==> config.mk <==
export PLATFORM = sky130hd
export DESIGN_NAME = mc_control_unit
export DESIGN_NICKNAME = d
export VERILOG_FILES = /design/src/rtl/mc_ctrl_pkg.sv /design/src/rtl/mc_control_unit_mc_wait_timer.sv /design/src/rtl/mc_control_unit.sv
export SDC_FILE = /design/constraint.sdc
export NUM_CORES = 1
export LEC_CHECK = 0
export CAP_MARGIN = 5
export CORE_MARGIN = 4
export CORE_UTILIZATION = 53
export DETAILED_ROUTE_END_ITERATION = 10
export PLACE_DENSITY = 0.84
export SYNTH_ARGS = -nofsm -noshare
export SYNTH_HDL_FRONTEND = slang
export SYNTH_SLANG_ARGS = --single-unit
==> constraint.sdc <==
create_clock -name clk -period 7.3 [get_ports clk]
set_input_delay 2.19 -clock clk [delete_from_list [all_inputs] [get_ports clk]]
set_output_delay 2.19 -clock clk [all_outputs]
set_load 0.05 [all_outputs]
==> src/rtl/mc_ctrl_pkg.sv <==
// rtl/mc_ctrl_pkg.sv - shared state, opcode and strobe types for the multi-cycle control unit
package mc_ctrl_pkg;

  typedef enum logic [3:0] {
    FETCH,
    DECODE,
    EXEC_R,
    EXEC_I,
    EXEC_BR,
    MEM_RD,
    MEM_WR,
    WB_R,
    WB_I,
    WB_MEM,
    HALT
  } state_t;

  localparam logic [2:0] OP_R    = 3'b000;
  localparam logic [2:0] OP_ADDI = 3'b001;
  localparam logic [2:0] OP_LB   = 3'b010;
  localparam logic [2:0] OP_SB   = 3'b011;
  localparam logic [2:0] OP_BEQ  = 3'b100;
  localparam logic [2:0] OP_J    = 3'b101;

  typedef struct packed {
    logic pc_write;
    logic ir_write;
    logic iord;
    logic mem_read;
    logic mem_write;
    logic alu_src;
    logic reg_dst;
    logic mem_to_reg;
    logic reg_write;
    logic branch;
    logic jump;
  } ctrl_t;

endpackage

==> src/rtl/mc_control_unit_mc_wait_timer.sv <==
// rtl/mc_control_unit_mc_wait_timer.sv - memory wait counter and timeout detect
module mc_wait_timer #(
  parameter int MEM_TIMEOUT = 16
) (
  input  logic clk,
  input  logic rst_n,
  input  logic in_mem,
  input  logic mem_ready,
  output logic timeout
);

  localparam int W = (MEM_TIMEOUT > 1) ? $clog2(MEM_TIMEOUT) : 1;
  localparam logic [W-1:0] LAST = W'(MEM_TIMEOUT - 1);
  localparam logic ENABLE = (MEM_TIMEOUT > 0);

  logic [W-1:0] wait_cnt_q, wait_cnt_d;

  // Holding at zero outside memory states gives the clear-on-entry behaviour for free.
  always_comb begin
    wait_cnt_d = wait_cnt_q + W'(1);
    if (!in_mem || mem_ready) wait_cnt_d = '0;
  end

  // Fires on the last permitted waiting cycle; a same-cycle mem_ready wins.
  assign timeout = ENABLE && in_mem && !mem_ready && (wait_cnt_q == LAST);

  always_ff @(posedge clk or negedge rst_n) begin
    if (!rst_n) wait_cnt_q <= '0;
    else        wait_cnt_q <= wait_cnt_d;
  end

endmodule

==> src/rtl/mc_control_unit.sv <==
// rtl/mc_control_unit.sv - multi-cycle FETCH/DECODE/EXEC/MEM/WB sequencer for the 8-bit MIPS core
module mc_control_unit
  import mc_ctrl_pkg::*;
#(
  parameter int OPCODE_W    = 3,
  parameter int MEM_TIMEOUT = 16,
  parameter int CNT_W       = 16
) (
  input  logic                clk,
  input  logic                reset_n,
  input  logic [OPCODE_W-1:0] opcode,
  input  logic                mem_ready,
  output logic                pc_write,
  output logic                ir_write,
  output logic                iord,
  output logic                mem_read,
  output logic                mem_write,
  output logic                alu_src,
  output logic                reg_dst,
  output logic                mem_to_reg,
  output logic                reg_write,
  output logic                branch,
  output logic                jump,
  output logic                illegal_op,
  output logic                mem_err,
  output logic                retire,
  output logic [CNT_W-1:0]    retire_cnt
);

  state_t           state_q, state_d;
  logic             mem_err_q, mem_err_d;
  logic [CNT_W-1:0] retire_cnt_q, retire_cnt_d;
  ctrl_t            ctrl, ctrl_o;
  logic             illegal_c, retire_c, in_mem, timeout;
  logic [2:0]       op3;
  logic             op_bad;

  assign op3    = opcode[2:0];
  assign op_bad = ((opcode >> 3) != '0) || (op3[2:1] == 2'b11);
  assign in_mem = (state_q == FETCH) || (state_q == MEM_RD) || (state_q == MEM_WR);

  mc_wait_timer #(
    .MEM_TIMEOUT(MEM_TIMEOUT)
  ) u_wait_timer (
    .clk      (clk),
    .rst_n    (reset_n),
    .in_mem   (in_mem),
    .mem_ready(mem_ready),
    .timeout  (timeout)
  );

  always_comb begin
    state_d   = state_q;
    ctrl      = '0;
    illegal_c = 1'b0;
    retire_c  = 1'b0;
    case (state_q)
      FETCH: begin
        ctrl.mem_read = 1'b1;
        if (mem_ready) begin
          ctrl.ir_write = 1'b1;
          ctrl.pc_write = 1'b1;
          state_d       = DECODE;
        end else if (timeout) begin
          state_d = HALT;
        end
      end
      DECODE: begin
        if (op_bad) begin
          illegal_c = 1'b1;
          state_d   = FETCH;
        end else begin
          case (op3)
            OP_J: begin
              ctrl.jump     = 1'b1;
              ctrl.pc_write = 1'b1;
              retire_c      = 1'b1;
              state_d       = FETCH;
            end
            OP_R:    state_d = EXEC_R;
            OP_BEQ:  state_d = EXEC_BR;
            default: state_d = EXEC_I;
          endcase
        end
      end
      EXEC_R: state_d = WB_R;
      EXEC_I: begin
        ctrl.alu_src = 1'b1;
        case (op3)
          OP_LB:   state_d = MEM_RD;
          OP_SB:   state_d = MEM_WR;
          default: state_d = WB_I;
        endcase
      end
      EXEC_BR: begin
        ctrl.branch = 1'b1;
        retire_c    = 1'b1;
        state_d     = FETCH;
      end
      MEM_RD: begin
        ctrl.mem_read = 1'b1;
        ctrl.iord     = 1'b1;
        ctrl.alu_src  = 1'b1;
        if (mem_ready)    state_d = WB_MEM;
        else if (timeout) state_d = HALT;
      end
      MEM_WR: begin
        ctrl.mem_write = 1'b1;
        ctrl.iord      = 1'b1;
        ctrl.alu_src   = 1'b1;
        if (mem_ready) begin
          retire_c = 1'b1;
          state_d  = FETCH;
        end else if (timeout) begin
          state_d = HALT;
        end
      end
      WB_R: begin
        ctrl.reg_write = 1'b1;
        ctrl.reg_dst   = 1'b1;
        retire_c       = 1'b1;
        state_d        = FETCH;
      end
      WB_I: begin
        ctrl.reg_write = 1'b1;
        retire_c       = 1'b1;
        state_d        = FETCH;
      end
      WB_MEM: begin
        ctrl.reg_write  = 1'b1;
        ctrl.mem_to_reg = 1'b1;
        retire_c        = 1'b1;
        state_d         = FETCH;
      end
      HALT:    state_d = HALT;
      default: state_d = FETCH;
    endcase
    mem_err_d    = mem_err_q | timeout;
    retire_cnt_d = retire_c ? retire_cnt_q + CNT_W'(1) : retire_cnt_q;
  end

  always_ff @(posedge clk or negedge reset_n) begin
    if (!reset_n) begin
      state_q      <= FETCH;
      mem_err_q    <= 1'b0;
      retire_cnt_q <= '0;
    end else begin
      state_q      <= state_d;
      mem_err_q    <= mem_err_d;
      retire_cnt_q <= retire_cnt_d;
    end
  end

  // Decode is combinational from FETCH, so gate everything while reset is held.
  assign ctrl_o     = reset_n ? ctrl : '0;
  assign pc_write   = ctrl_o.pc_write;
  assign ir_write   = ctrl_o.ir_write;
  assign iord       = ctrl_o.iord;
  assign mem_read   = ctrl_o.mem_read;
  assign mem_write  = ctrl_o.mem_write;
  assign alu_src    = ctrl_o.alu_src;
  assign reg_dst    = ctrl_o.reg_dst;
  assign mem_to_reg = ctrl_o.mem_to_reg;
  assign reg_write  = ctrl_o.reg_write;
  assign branch     = ctrl_o.branch;
  assign jump       = ctrl_o.jump;
  assign illegal_op = reset_n & illegal_c;
  assign retire     = reset_n & retire_c;
  assign mem_err    = mem_err_q;
  assign retire_cnt = retire_cnt_q;

endmodule

After elaboration in Yosys (flattened, before gate mapping)
Cells that the tools add are included.

Register bits: 25. Latch bits: 0. RAM bits: 0. Memory bits (read-only): 0. Bits of input ports: 6. Output and inout bits: 30. Logic and storage cells: 67. Memories: 0.

Add/subtract/negate cells: 2. Multipliers: 0. Div/mod/pow operators: 0. Magnitude comparators: 0. Equal/unequal tests: 16. Shifts and indexed selects: 0. Multiplexer cells: 28. Bitwise gates (word level): 3. Reduce and logical (&&, ||, !) cells: 14.

Operators with widths (count): one-hot mux 4 bit (7 select lines) (1); two-way mux 4 bit (6); adder 16 x 1 -> 16 bit (second input constant) (1); equality test 4 x 3 -> 1 bit (second input constant) (4); equality test 4 bit (second input constant) (4); two-way mux 1 bit (15); two-way mux 11 bit (1); one-hot mux 3 bit (3 select lines) (1); equality test 4 x 2 -> 1 bit (second input constant) (2); one-hot mux 4 bit (2 select lines) (1); equality test 3 x 2 -> 1 bit (second input constant) (2); equality test 3 bit (second input constant) (2); OR reduction 3 bit (2); adder 4 x 1 -> 4 bit (second input constant) (1); equality test 4 x 1 -> 1 bit (second input constant) (1); zero test 4 bit (1); OR reduction 2 bit (2); OR reduction 4 bit (1); zero test 3 bit (1); logical OR 1 bit (3); one-hot mux 1 bit (3 select lines) (1); AND 1 bit (2); equality test 2 bit (second input constant) (1); logical AND 1 bit (2); 4 further kinds (5).

Longest topological paths before layout
Gate-level depths: netlist (run 1).

Depth in word-level cells: 8. Gate-level depth with buffers: 6. Gate-level depth less buffers: 5.

Cells and area by module
From an unflattened synthesis (run 1), not the netlist that was laid out.

Cell total of the unflattened synthesis: 161. Area total of the unflattened synthesis: 1467.7 µm².

Modules (own cells, without submodules): mc_control_unit (times used 1, cells each 144, area each 1283.7 µm², seq. area each 525.5 µm²); mc_wait_timer (times used 1, cells each 17, area each 183.9 µm², seq. area each 100.1 µm²).

Worst setup path before layout (run 1)
Ideal clock, no wire load.

Path kind: input to output. From: input port mem_ready. To: output port retire. Arrival: 3425 ps. Required time: 5110 ps. Path slack: 1685 ps. Stages: 5. Path buffers: 1. Cell sequence: buf_2 > or3b_4 > a31oi_4 > nand2_2 > and2_1.

Longest elaborated chain between the ends: 3.

RTL lines: start, declared (RTL line mc_control_unit.sv:12) `input logic mem_ready,`; two-way mux 1 bit (RTL line mc_control_unit.sv:111) `if (mem_ready) begin`; one-hot mux 1 bit (3 select lines) (RTL line mc_control_unit.sv:57) `case (state_q)`; AND 1 bit (RTL line mc_control_unit.sv:168) `assign retire = reset_n & retire_c;`; end, declared (RTL line mc_control_unit.sv:26) `output logic retire,`.

Every way passes these cells.

Worst setup path after layout (run 1)
Ends and elaborated chain as after synthesis.

==> reports/summary.txt, run 1 <==
================================================================================
Worst hold slack across all endpoints                                   0.474 ns
Leak pwr                                                                0.823 nW
Post-Synthesis Mean Instance Area                                     9.64 sq um
RSZ-0062 raised after global routing                                          no
Summed instance area of the synthesized netlist                       1550 sq um
Overall die width                                                   62.1 microns
Clock root buffer                                                   sky130_fd_sc_hd__clkbuf_4
Number of pins with negative max-slew slack in the final report                0
Crit path time final                                                     6.53 ns
Post-cts sizing count                                                          0
Combined global-route utilization of all metal layers                      18.6%
Number of sinks on the clock net                                              25
Setup violation total in the final timing report                               0
Number of distinct library cells after synthesis                              45
Dominant delay contributor by cell family on the critical path      buffers and inverters
Peak clock frequency supported by timing                                 153 MHz
Share of the synthesized area in the top cell type                         40.3%
Hold bufs inserted after CTS                                                   0
Main area contributors after synthesis                              sky130_fd_sc_hd__dfrtp_1 40%, sky130_fd_sc_hd__xor2_1 8.5%, sky130_fd_sc_hd__a211oi_2 4.0%, sky130_fd_sc_hd__nand3_1 3.5%, sky130_fd_sc_hd__nor2_1 3.4%
Rows                                                                          19
Flops & latches, synth                                                        25
Worst-case vdd ir drop                                                0.000259 V
Average routed wire per standard cell                               15.1 microns
Final routed wirelength across all metal layers                          3.39 mm
Max Cap Violations                                                             0
Kind of end point of the critical path                               output port
Pin count of the biggest net entering global routing                          24
Post-route fraction of the period consumed by the critical path            89.4%
Routability congestion estimate from global placement                      0.873
Critical register-to-register path startpoint                         state_q[2]
Biggest fanout along the worst timing path                                     9
Quantity of I/O buffers inserted on ports                                     35
Setup clock skew after layout                                          0.0144 ns
Most frequent cells in the layout                                   34 x sky130_fd_sc_hd__clkdlybuf4s50_1, 25 x sky130_fd_sc_hd__dfrtp_1, 15 x sky130_fd_sc_hd__xor2_1
Data arrival, critical path                                              4.34 ns
Start point of the worst hold path                                  u_wait_timer.wait_cnt_q[0]
Bufs on Longest Clock Path                                                     2
Beginning of the critical path                                         mem_ready
Starting density of the core                                               55.8%
Cell area power density                                              311 nW/um^2
Number of levels the H-tree was split into                                     1
Run status                                                          complete, no violations
Total CTS buffers                                                              3
Clock-pin transition on the worst setup and hold timing paths            0.15 ns
Height of the chip                                                  62.1 microns
Library cell appearing most often on the critical path              sky130_fd_sc_hd__clkdlybuf4s50_1
Leading cell type in the layout, fill and taps excluded             sky130_fd_sc_hd__clkdlybuf4s50_1
Final number of hold-violating endpoints                                       0
Number of antenna repair diodes                                                0
Total number of yosys warnings                                                 0
Core area                                                             2780 sq um
Fraction of layout cells with a size suffix above 1                        11.4%
Routed vias                                                                 1296
Hold Crit Class                                                          reg2reg
Critical path startpoint category                                     input port
Slowest stage cell on the critical path                             sky130_fd_sc_hd__clkdlybuf4s50_1
Portion of the post-synthesis area used by sequential elements             40.3%
Detailed Place HPWL                                                      2.59 mm
Remaining Overflow, GRT                                                        0
Least-Margin Pin Slew                                                   0.537 ns
Leading area contributor after synthesis                            sky130_fd_sc_hd__dfrtp_1
Post-detailed-route count of antenna-violating nets                            0
Setup TNS after final layout                                                0 ns
Die footprint                                                         3860 sq um
Worst-skew pair later-pin latency                                        0.32 ns
Post-synthesis net count                                                     169
Buffers inserted during post-CTS setup optimization                            0
Via count of the first global-routing pass                                  1276
Global-route wire length before repair                                   6.14 mm
Bufs and invs on worst path                                                    2
Final-stage net count                                                        202
IO Count                                                                      36
Count of unresolved DRC violations after routing                               0
TritonCTS clock tree                                                       built
Area growth, synth to finish                                               24.4%
Worst path required time                                                 5.11 ns
Rel. slew slack                                                            64.2%
Largest stage delay on the critical path                                 0.69 ns
WS Path Type                                                              in2out
Sequence of cells on the critical path                              clkdlybuf4s50_1, or3b_4, a31oi_4, nand2_2, and2_1, clkdlybuf4s50_1
Mean number of vias per cell                                                5.79
Detailed-router iteration count before antenna repair                          4
Fillcell total                                                               218
DRC violation total after the first TritonRoute iteration                     56
Number of antenna violations at the first check in global routing              0
Gate count of the mapped netlist                                             161
================================================================================
worst paths after layout:
check	to	slack, ns	cells after the start
worst min-delay path	u_wait_timer.wait_cnt_q[0]	0.47	1
min in group asynchronous	state_q[0]	2.12	1
max in group asynchronous	retire_cnt[12]	4.58	2
worst max register to register	retire_cnt[10]	5.32	5
worst max-delay path	retire	0.77	6
worst min register to register	u_wait_timer.wait_cnt_q[0]	0.47	1
cell type report:
type	instances	area [sq um]	share of cell area (%)
clock inverter	1	7.51	0.389
sequential	25	626	32.4
tap	31	38.8	2.01
multi-input combinational	122	852	44.1
inverter	4	15.0	0.777
clock buffer	3	22.5	1.17
timing repair buffer	38	370	19.2
Yosys cell counts (all sizes together):
library cell / instances
o221ai: 2
nand3: 12
a21oi: 8
mux2: 2
and4: 2
or3b: 1
nand2b: 6
nor3: 4
or3: 1
nor4: 1
and4bb: 1
a21boi: 2
and4b: 1
dfrtp: 25
nand2: 12
nor2b: 3
a22oi: 2
nor2: 14
nand4: 2
ha: 2
a31oi: 2
and3: 1
o21bai: 1
and2: 2
o21ai: 5
xor2: 15
buf: 7
a211oi: 7
o32ai: 1
nand3b: 3
and2b: 1
xnor2: 3
a2111oi: 2
inv: 4
nor3b: 1
clkbuf: 3
metal layers:
layer	global-route usage (%)	share of wire, %
met2	31.1	50
met5	0	0
met1	25.5	43
met3	3.60	6.6
met4	2.44	0
stage by stage:
stage | utilization, % | setup slack, ns | total power, mW | cell area, sq um | instances
2_1_floorplan | - | 1.68 | 0.455 | 1550 | 161
3_3_place_gp | 68.4 | 0.801 | 0.527 | 1900 | 220
3_5_place_dp | 68.4 | 0.769 | 0.539 | 1900 | 220
4_1_cts | 69.5 | 0.764 | 0.603 | 1930 | 224
5_1_grt | 69.5 | 0.662 | 0.641 | 1930 | 224
6_report | 69.5 | 0.771 | 0.600 | 1930 | 224
report_power, final:
part           internal [mW]  switching [mW]  total [mW]
Combinational          0.116           0.199       0.315
Sequential             0.164          0.0566       0.221
Clock                 0.0209          0.0429      0.0638
Total                  0.301           0.299       0.600
flip-flops by register name (all words and copies together) (netlist names):
| name | cells |
|---|---|
| retire_cnt | 16 |
| state_q | 4 |
| u_wait_timer.wait_cnt_q | 4 |
| mem_err | 1 |
kinds of logic after synthesis:
kind of cell,count (synthesis),share of synthesized area (%)
adders and majority gates,2,1.61
AOI/OAI and AO/OA,32,17.0
DFF,25,40.3
and+or+nand+nor,68,24.4
xor gates and xnor gates,18,10.2
muxes,2,1.69
buffers and inverters,14,4.83
(Power assumes the default switching activity.)
==> inputs of run 2 (changes only) <==
--- a/config.mk
+++ b/config.mk
@@ -7,9 +7,8 @@
 export LEC_CHECK = 0
 export CAP_MARGIN = 5
 export CORE_MARGIN = 4
-export CORE_UTILIZATION = 53
+export CORE_UTILIZATION = 35
 export DETAILED_ROUTE_END_ITERATION = 10
-export PLACE_DENSITY = 0.84
 export SYNTH_ARGS = -nofsm -noshare
 export SYNTH_HDL_FRONTEND = slang
 export SYNTH_SLANG_ARGS = --single-unit
==> run 2 against run 1 <==
  * Largest power group unchanged
  * Sequential power about the same
  * Fmax increased by 0.15%
  * Flip-flop and latch count unchanged
  * Worst setup slack gained 0.010 ns
  * Clock skew down 0.010 ns
  * Highest routed layer is now met4
  * Non-clock buffer count is the same
  * Cell count up 8.5%
  * Worst hold slack about the same
  * Register-to-register slack is essentially flat
  * Via count decreased by 3.5%
  * Sequential share of layout area is 0.70 points lower
  * Clock power grew 33%
==> reports/summary.txt, run 2 (synthesized netlist as in run 1, its figures left out) <==
================================================================================
Placed instance area                                                  1930 sq um   +1.3%
Cell area power density                                              312 nW/um^2   +0.54%
Worst-case vdd ir drop                                                0.000151 V   -42%
Hold Crit Class                                                          reg2reg
Height of the chip                                                  74.6 microns   +20%
DRC violation total after the first TritonRoute iteration                     73   +30%
Die footprint                                                         5570 sq um   +44%
Leading cell type in the layout, fill and taps excluded             sky130_fd_sc_hd__clkdlybuf4s50_1
Post-route cell area                                                  1970 sq um   +2.2%
Leak pwr                                                                0.831 nW   +0.94%
Dominant delay contributor by cell family on the critical path      buffers and inverters
Via count of the first global-routing pass                                  1223   -4.2%
Crit path time final                                                     6.52 ns   -0.0100 ns
Number of levels the H-tree was split into                                     1   unchanged
Bufs and invs on worst path                                                    3   +1
RSZ-0062 raised after global routing                                          no
Post-route fraction of the period consumed by the critical path            89.3%   -0.14 points
Core area                                                             4140 sq um   +49%
Total CTS buffers                                                              3   unchanged
Detailed-router iteration count before antenna repair                          4   unchanged
Count of unresolved DRC violations after routing                               0   unchanged
Library cell appearing most often on the critical path              sky130_fd_sc_hd__clkdlybuf4s50_1
Bufs on Longest Clock Path                                                     2   unchanged
Remaining Overflow, GRT                                                        0   unchanged
Area growth, synth to finish                                               27.2%
Run status                                                          complete, no violations
Worst-skew pair later-pin latency                                        0.27 ns   -0.05 ns
Clock-pin transition on the worst setup and hold timing paths            0.09 ns   -0.06 ns
Setup TNS after final layout                                                0 ns   unchanged
Average routed wire per standard cell                               14.0 microns   -7.8%
Pin count of the biggest net entering global routing                          24   unchanged
Worst path required time                                                 5.11 ns   about the same
Combined global-route utilization of all metal layers                      13.3%   -5.4 points
Final number of hold-violating endpoints                                       0   unchanged
Number of antenna repair diodes                                                0   unchanged
Peak clock frequency supported by timing                                 153 MHz   +0.15%
Detailed Place HPWL                                                      2.55 mm   -1.5%
Max FFs per register                                                          16   unchanged
Max Cap Violations                                                             0   unchanged
Hold bufs inserted after CTS                                                   0   unchanged
Routability congestion estimate from global placement                      0.962   +10%
Buffers inserted during post-CTS setup optimization                            0   unchanged
Clock root buffer                                                   sky130_fd_sc_hd__clkbuf_8
Largest stage delay on the critical path                                 0.79 ns   +0.10 ns
Most frequent cells in the layout                                   34 x sky130_fd_sc_hd__clkdlybuf4s50_1, 25 x sky130_fd_sc_hd__dfrtp_1, 15 x sky130_fd_sc_hd__xor2_1
Data arrival, critical path                                              4.33 ns   about the same
Mean number of vias per cell                                                5.15   -11%
Least-Margin Pin Slew                                                   0.555 ns   +0.0179 ns
Kind of end point of the critical path                               output port
Setup clock skew after layout                                         0.00398 ns   -0.0104 ns
Number of sinks on the clock net                                              25   unchanged
Fraction of layout cells with a size suffix above 1                        11.4%   unchanged
WS Path Type                                                              in2out
Global-route wire length before repair                                   5.85 mm   -4.7%
Overall die width                                                   74.6 microns   +20%
Rows                                                                          23   +4
Rel. slew slack                                                            63.0%   -1.2 points
Routed vias                                                                 1251   -3.5%
Number of antenna violations at the first check in global routing              0   unchanged
Sequence of cells on the critical path                              clkdlybuf4s50_1, and4bb_1, nand3_2, buf_4, nand2_2, and2_1, clkdlybuf4s50_1
Post-detailed-route count of antenna-violating nets                            0   unchanged
IO Count                                                                      36   unchanged
TritonCTS clock tree                                                       built
Starting density of the core                                               37.5%   -18 points
Setup violation total in the final timing report                               0   unchanged
Final routed wirelength across all metal layers                          3.39 mm   about the same
Biggest fanout along the worst timing path                                    15   +6
Slowest stage cell on the critical path                             sky130_fd_sc_hd__clkdlybuf4s50_1
Number of pins with negative max-slew slack in the final report                0   unchanged
Final-stage net count                                                        202   unchanged
Post-cts sizing count                                                          0   unchanged
Quantity of I/O buffers inserted on ports                                     35   unchanged
Critical path startpoint category                                     input port
================================================================================
-- run 2: final cells by class --
class	count	area [sq um]
clock buffer	3	41.3
inverter	4	15.0
sequential	25	626
multi-input combinational	122	852
clock inverter	1	7.51
fill	406	2170
tap	50	62.6
timing repair buffer	38	370
-- run 2: worst paths after layout --
check / start / end / slack (ns) / cells after the start
min: retire_cnt[15] / retire_cnt[15] / 0.47 / 1
max in group asynchronous: reset_n / retire_cnt[8] / 4.48 / 2
min reg2reg: retire_cnt[15] / retire_cnt[15] / 0.47 / 1
max: opcode[1] / retire / 0.78 / 7
max reg2reg: state_q[1] / retire_cnt[11] / 5.31 / 5
min in group asynchronous: reset_n / state_q[1] / 2.20 / 1
-- run 2: power by group --
group	switching (mW)	internal (mW)	total (mW)
sequential	0.0576	0.164	0.222
combinational	0.194	0.115	0.310
clock	0.0461	0.0386	0.0847
-- run 2: layer usage --
| metal | track usage (%) | wire (microns) | vias up |
|---|---|---|---|
| li1 | - | - | 634 |
| met1 | 18.3 | 1580 | 583 |
| met2 | 21.3 | 1630 | 30 |
| met3 | 2.70 | 161 | 4 |
| met4 | 3.36 | 21 | 0 |
| met5 | 0 | 0 | - |
-- run 2: stage by stage --
step | total power, mW | utilization (%) | hold slack [ns] | worst slack, ns | std cells
2_1_floorplan | 0.455 | - | 0.432 | 1.68 | 161
3_3_place_gp | 0.530 | 46.5 | 0.446 | 0.811 | 239
3_5_place_dp | 0.536 | 46.5 | 0.465 | 0.782 | 239
4_1_cts | 0.622 | 47.6 | 0.480 | 0.782 | 243
5_1_grt | 0.660 | 47.6 | 0.505 | 0.651 | 243
6_report | 0.616 | 47.6 | 0.474 | 0.781 | 243
==> inputs of run 3 (changes only) <==
--- a/config.mk
+++ b/config.mk
@@ -5,6 +5,7 @@
 export SDC_FILE = /design/constraint.sdc
 export NUM_CORES = 1
 export LEC_CHECK = 0
+export ABC_AREA = 1
 export CAP_MARGIN = 5
 export CORE_MARGIN = 4
 export CORE_UTILIZATION = 35
==> run 3 against run 2 <==
  * Critical path depth grew 2
  * Clock skew is 0.00067 ns higher
  * Highest routed layer unchanged
  * First-iteration DRC count stayed put
  * Core utilization is 2.2 points lower
==> reports/summary.txt, run 3 <==
================================================================================
Main area contributors after synthesis                              sky130_fd_sc_hd__dfrtp_1 36%, sky130_fd_sc_hd__nand2_1 17%, sky130_fd_sc_hd__nor2_1 8.4%, sky130_fd_sc_hd__inv_1 7.5%, sky130_fd_sc_hd__o21ai_2 5.0%
Setup TNS after final layout                                                0 ns   unchanged
Portion of the post-synthesis area used by sequential elements             35.8%   -4.5 points
Summed instance area of the synthesized netlist                       1750 sq um   +13%
Overall die width                                                   78.7 microns   +5.4%
Post-detailed-route count of antenna-violating nets                            0   unchanged
Setup violation total in the final timing report                               0   unchanged
Met3 routed WL                                                       153 microns   -5.0%
Worst setup slack after layout                                           1.29 ns   +0.513 ns
Leading cell type in the layout, fill and taps excluded             sky130_fd_sc_hd__nand2_1
Number of antenna repair diodes                                                0   unchanged
Number of antenna violations at the first check in global routing              0   unchanged
Pin count of the biggest net entering global routing                          27   +13%
Number of levels the H-tree was split into                                     1   unchanged
Fillcell total                                                               495   +22%
Peak clock frequency supported by timing                                 167 MHz   +8.5%
Multi-input combinational cell area                                    936 sq um   +9.8%
Post-synth top flop                                                 sky130_fd_sc_hd__dfrtp_1
Quantity of I/O buffers inserted on ports                                     35   unchanged
Max Cap Violations                                                             0   unchanged
Starting density of the core                                               36.5%   -0.95 points
Rows                                                                          25   +8.7%
Fraction of power consumed by the clock network                            13.3%   -0.4 points
Post-synth top cells                                                81 x sky130_fd_sc_hd__nand2_1, 39 x sky130_fd_sc_hd__nor2_1, 35 x sky130_fd_sc_hd__inv_1, 25 x sky130_fd_sc_hd__dfrtp_1, 14 x sky130_fd_sc_hd__nand3_1
Post-cts sizing count                                                          0   unchanged
WS Path Type                                                              in2out
Highest routed metal layer                                                  met4
Share of the synthesized area in the top cell type                         35.8%   -4.5 points
Switching Power                                                         0.309 mW   +3.6%
Data arrival, critical path                                              3.82 ns   -0.51 ns
Post-route fraction of the period consumed by the critical path            82.3%   -7.0 points
Area growth, synth to finish                                               24.3%
Routed vias                                                                 1628   +30%
Logic pwr share                                                            53.9%   +3.6 points
Met2 Wirelength                                                          1.74 mm   +6.9%
Kind of end point of the critical path                               output port
Number of distinct library cells after synthesis                              24   -47%
Crit path time final                                                     6.01 ns   -0.513 ns
Cell internal pwr                                                       0.296 mW   -6.9%
Worst-case vdd ir drop                                                0.000162 V   +7.4%
Setup clock skew after layout                                         0.00465 ns   +0.000668 ns
Final number of hold-violating endpoints                                       0   unchanged
Mean number of vias per cell                                                4.51   -12%
Combined global-route utilization of all metal layers                      13.5%   +0.24 points
Final-stage net count                                                        303   +50%
Global-route wire length before repair                                   6.87 mm   +17%
Wire length on met1                                                      2.03 mm   +28%
Die footprint                                                         6190 sq um   +11%
Flops & latches, synth                                                        25   unchanged
Rel. slew slack                                                            66.6%   +3.6 points
Final routed wirelength across all metal layers                          3.97 mm   +17%
Clock-pin transition on the worst setup and hold timing paths            0.08 ns   about the same
Remaining Overflow, GRT                                                        0   unchanged
Critical path startpoint category                                     input port
Worst-skew pair later-pin latency                                        0.26 ns   about the same
Worst path required time                                                 5.11 ns   about the same
Hold bufs inserted after CTS                                                   0   unchanged
Detailed-router iteration count before antenna repair                          4   unchanged
Max FFs per register                                                          16   unchanged
Leading area contributor after synthesis                            sky130_fd_sc_hd__dfrtp_1
Number of sinks on the clock net                                              25   unchanged
Buffers inserted during post-CTS setup optimization                            0   unchanged
Post-synthesis net count                                                     265   +57%
Gate count of the mapped netlist                                             257   +60%
TritonCTS clock tree                                                       built
Cell area power density                                              278 nW/um^2   -11%
Count of unresolved DRC violations after routing                               0   unchanged
Biggest fanout along the worst timing path                                    26   +11
Average routed wire per standard cell                               11.0 microns   -21%
Least-Margin Pin Slew                                                   0.499 ns   -0.0560 ns
Number of enable flip-flop cells after synthesis                               0   unchanged
RSZ-0062 raised after global routing                                          no
Routability congestion estimate from global placement                      0.854   -11%
Post-Synthesis Mean Instance Area                                     6.80 sq um   -29%
Detailed Place HPWL                                                      3.11 mm   +22%
Total number of yosys warnings                                                 0   unchanged
Core area                                                             4790 sq um   +15%
Run status                                                          complete, no violations
Total CTS buffers                                                              3   unchanged
Most frequent cells in the layout                                   81 x sky130_fd_sc_hd__nand2_1, 39 x sky130_fd_sc_hd__nor2_1, 35 x sky130_fd_sc_hd__inv_1
Power share of the sequential group                                        32.8%   -3.2 points
IO Count                                                                      36   unchanged
Share of synthesized registers carrying an async set or reset               100%   unchanged
Height of the chip                                                  78.7 microns   +5.4%
DRC violation total after the first TritonRoute iteration                     73   unchanged
Clock root buffer                                                   sky130_fd_sc_hd__clkbuf_8
Via count of the first global-routing pass                                  1522   +24%
Fraction of layout cells with a size suffix above 1                        14.3%   +2.9 points
Leak pwr                                                                 1.08 nW   +29%
Number of pins with negative max-slew slack in the final report                0   unchanged
Hold Crit Class                                                          reg2reg
Post-place setup slack                                                   1.29 ns   +0.506 ns
Bufs on Longest Clock Path                                                     2   unchanged
Net Sw Frac                                                                51.0%   +2.7 points
Most frequent cell after synthesis                                  sky130_fd_sc_hd__nand2_1
Flip-flop and latch area                                               626 sq um   unchanged
================================================================================
run 3: final timing paths:
| check | from | slack, ns | depth (start not counted) | end |
|---|---|---|---|---|
| min | u_wait_timer.wait_cnt_q[0] | 0.47 | 1 | u_wait_timer.wait_cnt_q[0] |
| min in group asynchronous | reset_n | 2.39 | 2 | retire_cnt[5] |
| max in group asynchronous | reset_n | 4.67 | 2 | u_wait_timer.wait_cnt_q[3] |
| max reg2reg | state_q[2] | 5.61 | 8 | retire_cnt[6] |
| min reg2reg | u_wait_timer.wait_cnt_q[0] | 0.47 | 1 | u_wait_timer.wait_cnt_q[0] |
| max | opcode[1] | 1.29 | 9 | retire |
run 3: critical path: stages:
cell and delay, ns:
sky130_fd_sc_hd__clkdlybuf4s50_1 0.44, sky130_fd_sc_hd__inv_1 0.11, sky130_fd_sc_hd__nand3_1 0.12, sky130_fd_sc_hd__nor2_4 0.15, sky130_fd_sc_hd__nor2_2 0.06, sky130_fd_sc_hd__nand2_4 0.27
sky130_fd_sc_hd__inv_2 0.15, sky130_fd_sc_hd__nor2_1 0.11, sky130_fd_sc_hd__buf_4 0.20
run 3: stage by stage:
stage | instance area [sq um] | instances | util [%] | total power, mW | hold slack (ns)
after floorplan | 1750 | 257 | - | 0.464 | 0.432
after global placement | 2130 | 357 | 44.5 | 0.527 | 0.454
after detailed placement | 2130 | 357 | 44.5 | 0.529 | 0.456
after CTS | 2170 | 361 | 45.4 | 0.613 | 0.468
after global routing | 2170 | 361 | 45.4 | 0.653 | 0.490
final | 2170 | 361 | 45.4 | 0.605 | 0.467
run 3: area by class of cell:
class                   instances  share of cell area, %
clock buffers                   4                   2.07
inverters                      38                   6.56
multi-input cells             191                   43.1
flip-flops and latches         25                   28.8
well taps                      67                   3.86
repair buffers                 36                   15.7
run 3: logic make-up after synthesis:
| family | Yosys count | share of synthesized area, % |
|---|---|---|
| AND/OR/NAND/NOR | 157 | 38.9 |
| buffers and inverters | 41 | 10.7 |
| adder cells (fa/ha/maj) | 2 | 1.43 |
| flip-flops | 25 | 35.8 |
| XOR/XNOR | 8 | 4.01 |
| AO/OA/AOI/OAI | 24 | 9.23 |
run 3: power groups by stage:
| stage | Sequential [mW] | Combinational (mW) | Clock (mW) |
|---|---|---|---|
| final | 0.199 | 0.326 | 0.0806 |
| after global routing | 0.205 | 0.358 | 0.0901 |
| after CTS | 0.199 | 0.329 | 0.0853 |
| after detailed placement | 0.201 | 0.328 | 0 |
| after global placement | 0.201 | 0.325 | 0 |
| after floorplan | 0.232 | 0.231 | 0 |
run 3: routing by layer:
layer / vias to the layer above / global-route usage [%]
li1: 866 / -
met1: 732 / 19.1
met2: 26 / 20.5
met3: 4 / 3.33
met4: 0 / 3.32
met5: - / 0
